**src/rtl/cpu_control_unit.sv**
```systemverilog
// rtl/cpu_control_unit.sv - multicycle controller for the 16-bit LOAD/STORE/ADD/SUB/HALT ISA.
// Optional conditional relative jump (opcode 0110) is enabled with macro CU_JPZ_EN.
module cpu_control_unit #(
  parameter int PC_W    = 7,
  parameter int INSTR_W = 16,
  parameter int DADDR_W = 8,
  parameter int RADDR_W = 4
) (
  input  logic               clk,
  input  logic               reset,
  input  logic [INSTR_W-1:0] I_data,
  input  logic               RF_Ra_zero,
  output logic [PC_W-1:0]    PC_addr,
  output logic [DADDR_W-1:0] D_addr,
  output logic               D_W_en,
  output logic               RF_s,
  output logic               RF_W_en,
  output logic [RADDR_W-1:0] RF_W_addr,
  output logic [RADDR_W-1:0] RF_Ra_addr,
  output logic [RADDR_W-1:0] RF_Rb_addr,
  output logic [2:0]         ALU_s,
  output logic [3:0]         state_o,
  output logic [15:0]        IR_o
);

  typedef enum logic [3:0] {
    S_INIT   = 4'd0,
    S_FETCH  = 4'd1,
    S_DECODE = 4'd2,
    S_NOOP   = 4'd3,
    S_LOAD_A = 4'd4,
    S_LOAD_B = 4'd5,
    S_STORE  = 4'd6,
    S_ADD    = 4'd7,
    S_SUB    = 4'd8,
    S_HALT   = 4'd9,
    S_JPZ    = 4'd10
  } state_t;

  state_t            state_q, state_d;
  logic [PC_W-1:0]   pc_q, pc_d;
  logic [INSTR_W-1:0] ir_q, ir_d;

  always_ff @(posedge clk) begin
    if (reset) begin
      state_q <= S_INIT;
      pc_q    <= '0;
      ir_q    <= '0;
    end else begin
      state_q <= state_d;
      pc_q    <= pc_d;
      ir_q    <= ir_d;
    end
  end

`ifndef CU_JPZ_EN
  logic unused_ra_zero;
  assign unused_ra_zero = RF_Ra_zero;
`endif

  always_comb begin
    state_d    = state_q;
    pc_d       = pc_q;
    ir_d       = ir_q;
    D_addr     = '0;
    D_W_en     = 1'b0;
    RF_s       = 1'b0;
    RF_W_en    = 1'b0;
    RF_W_addr  = '0;
    RF_Ra_addr = '0;
    RF_Rb_addr = '0;
    ALU_s      = 3'b000;
    case (state_q)
      S_INIT:  state_d = S_FETCH;
      S_FETCH: begin
        ir_d    = I_data;
        pc_d    = pc_q + 1'b1;
        state_d = S_DECODE;
      end
      S_DECODE: begin
        case (ir_q[15:12])
          4'h1:    state_d = S_STORE;
          4'h2:    state_d = S_LOAD_A;
          4'h3:    state_d = S_ADD;
          4'h4:    state_d = S_SUB;
          4'h5:    state_d = S_HALT;
`ifdef CU_JPZ_EN
          4'h6: begin
            RF_Ra_addr = ir_q[11:8];
            state_d    = S_JPZ;
          end
`endif
          default: state_d = S_NOOP;
        endcase
      end
      S_NOOP:  state_d = S_FETCH;
      S_STORE: begin
        D_addr     = ir_q[11:4];
        RF_Ra_addr = ir_q[3:0];
        D_W_en     = 1'b1;
        state_d    = S_FETCH;
      end
      S_LOAD_A, S_LOAD_B: begin
        // Two cycles so the synchronous data memory has its q ready for the write
        D_addr    = ir_q[11:4];
        RF_s      = 1'b1;
        RF_W_addr = ir_q[3:0];
        RF_W_en   = (state_q == S_LOAD_B);
        state_d   = (state_q == S_LOAD_A) ? S_LOAD_B : S_FETCH;
      end
      S_ADD, S_SUB: begin
        RF_Ra_addr = ir_q[11:8];
        RF_Rb_addr = ir_q[7:4];
        RF_W_addr  = ir_q[3:0];
        ALU_s      = (state_q == S_ADD) ? 3'b001 : 3'b010;
        RF_W_en    = 1'b1;
        state_d    = S_FETCH;
      end
      S_HALT:  state_d = S_HALT;
`ifdef CU_JPZ_EN
      S_JPZ: begin
        // Offset is relative to the PC already advanced during FETCH
        RF_Ra_addr = ir_q[11:8];
        if (RF_Ra_zero) pc_d = pc_q + PC_W'($signed(ir_q[7:0]));
        state_d = S_INIT;
      end
`endif
      default: state_d = S_INIT;
    endcase
  end

  assign PC_addr = pc_q;
  assign state_o = state_q;
  assign IR_o    = ir_q;

endmodule

```
**config.mk**
```make
export PLATFORM = sky130hd
export DESIGN_NAME = cpu_control_unit
export DESIGN_NICKNAME = d
export VERILOG_FILES = /design/src/rtl/cpu_control_unit.sv
export SDC_FILE = /design/constraint.sdc
export NUM_CORES = 1
export LEC_CHECK = 0
export CAP_MARGIN = 40
export CORE_ASPECT_RATIO = 2
export CORE_MARGIN = 8
export CORE_UTILIZATION = 42
export CTS_CLUSTER_DIAMETER = 30
export DETAILED_ROUTE_END_ITERATION = 8
export PLACE_DENSITY = 0.87
export SYNTH_ARGS = -nofsm -noshare
export SYNTH_HDL_FRONTEND = slang
export SYNTH_SLANG_ARGS = --single-unit
export TNS_END_PERCENT = 20
```
**constraint.sdc**
```tcl
create_clock -name clk -period 4.43 [get_ports clk]
set_clock_uncertainty 0.05 [all_clocks]
set_input_delay 1.329 -clock clk [delete_from_list [all_inputs] [get_ports clk]]
set_output_delay 1.329 -clock clk [all_outputs]
set_load 0.01 [all_outputs]
```
Word-level counts from Yosys, hierarchy flattened:

Cells that the tools add are included.

* output and inout bits: 53
* register bits: 27
* logic and storage cells: 36

* muxes and demuxes: 12
* equality and inequality tests: 14
* add/subtract/negate cells: 1
* reduce and logical (&&, ||, !) cells: 6

Operators with widths (count)
* case mux 4 bit (5 select lines): 2
* equality test 4 x 3 -> 1 bit, second input constant: 6
* equality test 4 x 2 -> 1 bit, second input constant: 4
* equality test 4 x 1 -> 1 bit, second input constant: 2
* equality test 4 bit, second input constant: 2
* two-way mux 4 bit: 2
* two-way mux 8 bit: 1
* case mux 4 bit (2 select lines): 1
* adder 7 x 1 -> 7 bit, second input constant: 1
* OR reduction 5 bit: 1
* zero test 4 bit: 1
* two-way mux 2 bit: 2
* OR reduction 2 bit: 2
* OR reduction 4 bit: 1
* two-way mux 3 bit: 1
* OR reduction 3 bit: 1
* two-way mux 1 bit: 2
* case mux 1 bit (2 select lines): 1

Logic depth before layout (Yosys ltp):

Gate-level depths: netlist (run 1).

* word-level depth: 3
* mapped depth: 6
* depth with buffers taken out: 4

Worst setup path before layout (run 1):

No wires, ideal clock.

* path type: reg-to-output
* start: register state_q[1], in the netlist state_o[1]
* end: output RF_Ra_addr[0]
* arrival: 1.658 ns
* stages on the path, launching flop included: 5
* data required time: 3.051 ns
* buffers on the path: 1
* setup slack: 1.393 ns
* cell sequence: dfxtp_1 clkbuf_1 or4b_2 o21ai_1 a22o_1

* cells in the longest elaborated chain, start to end: 3
* elaborated cells between the ends (all ways): 5
* classes of those cells: eq/ne: 3; mux: 1; reduce/logical: 1

Ends and longest elaborated chain
* start: declaration: line 40 `state_t state_q, state_d;`
* start signal: assignment: line 50 `state_q <= state_d;`
* equality test 4 x 3 -> 1 bit or equality test 4 bit (tied branches): line 73 `case (state_q)`
* OR reduction 2 bit: line 73
* case mux 4 bit (2 select lines) (*): line 73
* end: declaration: line 19 `output logic [RADDR_W-1:0] RF_Ra_addr,`

Every way passes the cells marked *; elsewhere a longest branch is shown, timed or not.

Worst setup path in the final report (run 1):

* start: register state_q[3], in the netlist state_o[3]
* end: output RF_Ra_addr[2]

Same word-level chain as after synthesis.

==> results of run 1 <==
flip-flops by register name, summed over array words and instances (netlist names):
signal   count
IR_o        16
PC_addr      7
state_o      4
final cells by class:
type	instances	area [um2]
Clock buffer	4	45.0
Sequential cell	27	541
Tap cell	31	38.8
Inverter	2	7.51
Multi-Input combinational cell	130	739
Fill cell	275	1040
Timing Repair Buffer	71	709
synthesized netlist by cell type, drive strengths merged (3+ instances only):
| master | number | area, um2 |
|---|---|---|
| dfxtp | 27 | 541 |
| o21ai | 4 | 20.0 |
| or4b | 3 | 33.8 |
| nor2 | 6 | 22.5 |
| and2 | 12 | 75.1 |
| a22o | 4 | 35.0 |
| o21a | 3 | 22.5 |
| nand2 | 39 | 146 |
| a21oi | 26 | 130 |
| clkbuf | 6 | 22.5 |
| or3 | 3 | 18.8 |
| buf | 5 | 40.0 |
| a21boi | 4 | 30.0 |
| or4 | 3 | 22.5 |
routing by layer:
layer | up-vias | global-route usage (%)
met4 | 0 | 7.46
met3 | 6 | 3.57
met1 | 659 | 16.0
met2 | 46 | 28.3
met5 | - | 0
li1 | 708 | -
metrics by stage:
stage	cell area [um2]	instances	utilization (%)
finish	2080	265	66.7
global route	2080	265	66.7
CTS	2080	265	66.7
detailed placement	2040	261	65.2
global placement	2020	260	64.9
floorplan	1340	170	-
cell families (layout without fill, tap and decap cells):
group | count (synthesis) | after routing | share of synthesized area [%]
AO/OA/AOI/OAI | 45 | 45 | 20.1
XOR/XNOR | 3 | 3 | 1.96
adder cells (fa/ha/maj) | 1 | 1 | 0.933
buffers and inverters | 13 | 77 | 5.22
flip-flops | 27 | 27 | 40.3
other | 1 | 1 | 0.280
AND/OR/NAND/NOR | 80 | 80 | 31.2
critical path, cell delays in order, from the launching register on:
cell	delay [ps]
dfxtp_1	550
or4b_2	670
o21ai_1	340
a22o_1	210
clkdlybuf4s50_1	560
report_power, final:
| part | internal, mW | switching (mW) | total (mW) |
|---|---|---|---|
| Combinational | 0.120 | 0.106 | 0.227 |
| Clock | 0.0643 | 0.0735 | 0.138 |
| Sequential | 0.274 | 0.0471 | 0.321 |
| Total | 0.458 | 0.227 | 0.685 |
cells in the final DEF (no fill, tap or decap), types with 2 or more instances in the layout:
cell type	synthesis	layout
dfxtp_1	27	27
or4b_2	2	2
nand3_1	2	2
or3_1	3	3
xnor2_1	2	2
a21boi_0	4	4
nor2_1	6	6
nand2_1	39	39
inv_1	2	2
a21oi_1	26	26
nor3_1	2	2
nand2b_1	2	2
or4_1	3	3
a22o_1	4	4
or3b_2	2	2
and2_1	12	12
o21a_1	3	3
clkbuf_8	0	3
o21ai_0	3	3
clkdlybuf4s50_1	0	69
o31ai_1	2	2
worst min path at each step:
stage,depth (start not counted),endpoint,startpoint
3_3_place_gp,2,PC_addr[6]$_SDFFE_PP0N_,PC_addr[6]$_SDFFE_PP0N_
4_1_cts,2,PC_addr[6]$_SDFFE_PP0N_,PC_addr[6]$_SDFFE_PP0N_
5_1_grt,2,IR_o[6]$_SDFFE_PP0N_,IR_o[6]$_SDFFE_PP0N_
6_report,2,PC_addr[6]$_SDFFE_PP0N_,PC_addr[6]$_SDFFE_PP0N_
2_1_floorplan,2,PC_addr[6]$_SDFFE_PP0N_,PC_addr[6]$_SDFFE_PP0N_
3_5_place_dp,2,PC_addr[6]$_SDFFE_PP0N_,PC_addr[6]$_SDFFE_PP0N_
==> qor.yml, run 1 <==
cap_violations: 0
cts_tree: "built"
finalSetupViolCount: 0
dr_wl_met2_um: 2230
post-route-period-util_pct: 89.5
first_pass_iters: 4
drc: 0
track_usage_pct: 15.4
pre_cts_ws_ps: 765
end_kind: "primary output"
netlist_instances: 170
worstPathRequired_ps: 3050
synth_edf_count: 0
rsz0062_at_grt: "false"
drive_gt1_share_pct: 5.13
vias: 1419
cts_buffers: 3
rrSetupSlack_ps: 2380
worstSetupPathType: "register to primary output"
grt_max_degree: 30
path_clk_slew_ps: 90
layout_min_cycle_time_ps: 3960
worstPathArrival_ps: 2590
ys_warn_count: 0
wl_met1_um: 1580
reg2regPathDepth: 3
core_area_um2: 3120
crit_start: "state_o[3]$_SDFF_PP0_"
route.top_layer_used: "met4"
min_path_type: "register to register"
die_area_um2: 5370
via_per_inst: 5.35
avgRoutedWirePerCell_um: 15.7
clock_path_buffers: 2
ant_nets: 0
drt-total-wl_um: 4150
worstSetupStartpointType: "register"
hold_ws_ps: 434
route.met3.wl_um: 237
numPortBuffers: 69
relSlewSlack_pct: 58.4
rows: 29
clk_latency_ps: 260
power_density_nw_per_um2: 329
yosysSeqAreaShare_pct: 40.3
maxSlewViolCount: 0
worstReg2RegStart: "state_o[0]$_SDFF_PP0_"
dp_hpwl_um: 3270
initial_core_util_pct: 43.0
ir_drop_mv: 0.266
postSynth.asyncResetShare_pct: 0
overflow: 0
ys_ff_latch: 27
netlist_area_um2: 1340
fmax_ghz: 0.252
areaGrowthSynthToFinish_pct: 55.1
routabilityCongestion: 0.775
antenna_found_initial: 0
cts_setup_buffers: 0
ios: 72
cp-endpoint: "RF_Ra_addr[2]"
grt_pass1_vias: 1426
ys_types: 36
die_w_um: 56.0
avgSynthCellArea_um2: 7.89
clock-sinks: 27
nets: 255
status: "finished clean"
cts-resized-gates: 0
diodes: 0
cp_max_fo: 11
worstMarginPinSlew_ps: 622
synth_flop_cell: "dfxtp_1"
grt_pass1_wl_um: 6940
p_leak_nw: 0.736
h-tree-depth: 1
power_mw: 0.685
die_h_um: 95.9
syn_nets: 190
cts-hold-fix-buffers: 0
setup_slack_ps: 466
r2r_end: "PC_addr[6]$_SDFFE_PP0N_"
fin_setup_tns_ps: 0
drt-initial-drc-count: 37
hold_viol_final: 0
root_buffer: "clkbuf_8"
No activity file was read; power rests on OpenSTA's default activity.
==> run 2, diff against run 1 <==
==> constraint.sdc (replaced) <==
create_clock -name clk -period 5 [get_ports clk]
set_clock_uncertainty 0.05 [all_clocks]
set_input_delay 1.5 -clock clk [delete_from_list [all_inputs] [get_ports clk]]
set_output_delay 1.5 -clock clk [all_outputs]
set_load 0.01 [all_outputs]
==> run 2 against run 1 <==
  * Via count fell by 0.92%
  * Cell count did not move
  * Non-clock buffer count did not move
  * Clock power fell by 12%
  * Highest routed layer unchanged
  * Critical path type unchanged
==> qor.yml, run 2 (same netlist as run 1, synthesis figures left out) <==
avgRoutedWirePerCell_um: 15.6
cts-hold-fix-buffers: 0
power_mw: 0.606
die_area_um2: 5370
nets: 255
overflow: 0
die_h_um: 95.9
mostFrequentLayoutCells: "clkdlybuf4s50_1, nand2_1, dfxtp_1"
areaGrowthSynthToFinish_pct: 55.7
cts_setup_buffers: 0
core_area_um2: 3120
worstSetupStartpointType: "register"
drive_gt1_share_pct: 5.13
h-tree-depth: 1
ios: 72
cts_buffers: 3
final_cells: 265
end_kind: "primary output"
drt-initial-drc-count: 11
status: "finished clean"
path_clk_slew_ps: 90
clk_latency_ps: 270
track_usage_pct: 15.5
antenna_found_initial: 0
fmax_ghz: 0.240
grt_pass1_vias: 1447
largest_reg_flops: 16
cts-resized-gates: 0
post-route-period-util_pct: 83.4
power_density_nw_per_um2: 290
hold_viol_final: 0
slowest_stage: "or4b_2"
grt_pass1_wl_um: 6910
dp_cells: 261
layout_min_cycle_time_ps: 4170
first_pass_iters: 4
max_stage_delay_ps: 670
fin_setup_tns_ps: 0
numPortBuffers: 69
drt-total-wl_um: 4130
setup_slack_ps: 832
dp_hpwl_um: 3280
ant_nets: 0
crit_chain: "or4b_2 > o21ai_1 > a22o_1 > clkdlybuf4s50_1"
finalSetupViolCount: 0
cts_tree: "built"
rsz0062_at_grt: "false"
worstPathArrival_ps: 2620
clock-sinks: 27
root_buffer: "clkbuf_8"
hold_ws_ps: 442
worstSetupPathType: "register to primary output"
routabilityCongestion: 0.760
min_path_type: "register to register"
initial_core_util_pct: 43.0
diodes: 0
via_per_inst: 5.31
cp_max_fo: 11
cap_violations: 0
die_w_um: 56.0
layout_commonest_cell: "clkdlybuf4s50_1"
grt_max_degree: 30
worstMarginPinSlew_ps: 641
vias: 1406
p_leak_nw: 0.738
rows: 29
drc: 0
ir_drop_mv: 0.186
relSlewSlack_pct: 57.3
clock_path_buffers: 2
worstPathRequired_ps: 3450
maxSlewViolCount: 0
pre_cts_ws_ps: 1140
run 2: worst max-delay path: cells and delay by family (launching register included):
kind	cells	cell delay [ps]
AOI/OAI and AO/OA	2	570
buffers and inverters	1	570
DFF	1	540
and+or+nand+nor	1	670
run 2: per-layer routing:
layer	track usage (%)	vias to the layer above	share of wire [%]	wire, um
li1	-	709	-	-
met1	14.8	645	38	1560
met2	29.5	46	54	2220
met3	4.10	6	6.0	249
met4	7.66	0	2.5	103
met5	0	-	0	0
run 2: final timing paths:
check,slack (ps),end,start,depth (start not counted)
max,830,RF_Ra_addr[1],state_o[3]$_SDFF_PP0_,4
min,440,IR_o[6]$_SDFFE_PP0N_,IR_o[6]$_SDFFE_PP0N_,2
max reg2reg,2910,PC_addr[6]$_SDFFE_PP0N_,state_o[0]$_SDFF_PP0_,3
min reg2reg,440,IR_o[6]$_SDFFE_PP0N_,IR_o[6]$_SDFFE_PP0N_,2
run 2: area by class of cell:
cell class                      count  area (um2)
Sequential cell                    27         541
Clock buffer                        4        45.0
Multi-Input combinational cell    130         739
Tap cell                           31        38.8
Fill cell                         274        1030
Inverter                            2        7.51
Timing Repair Buffer               71         717
run 2: through the flow:
stage	utilization [%]	instance area (um2)
4_1_cts	66.9	2090
3_5_place_dp	65.5	2040
3_3_place_gp	64.6	2020
6_report	66.9	2090
2_1_floorplan	-	1340
5_1_grt	66.9	2090
run 2: power by group:
group / total (mW) / internal, mW / leakage, nW / switching, mW
clock: 0.122 / 0.0570 / 0.0228 / 0.0649
combinational: 0.200 / 0.107 / 0.495 / 0.0930
sequential: 0.284 / 0.243 / 0.220 / 0.0412
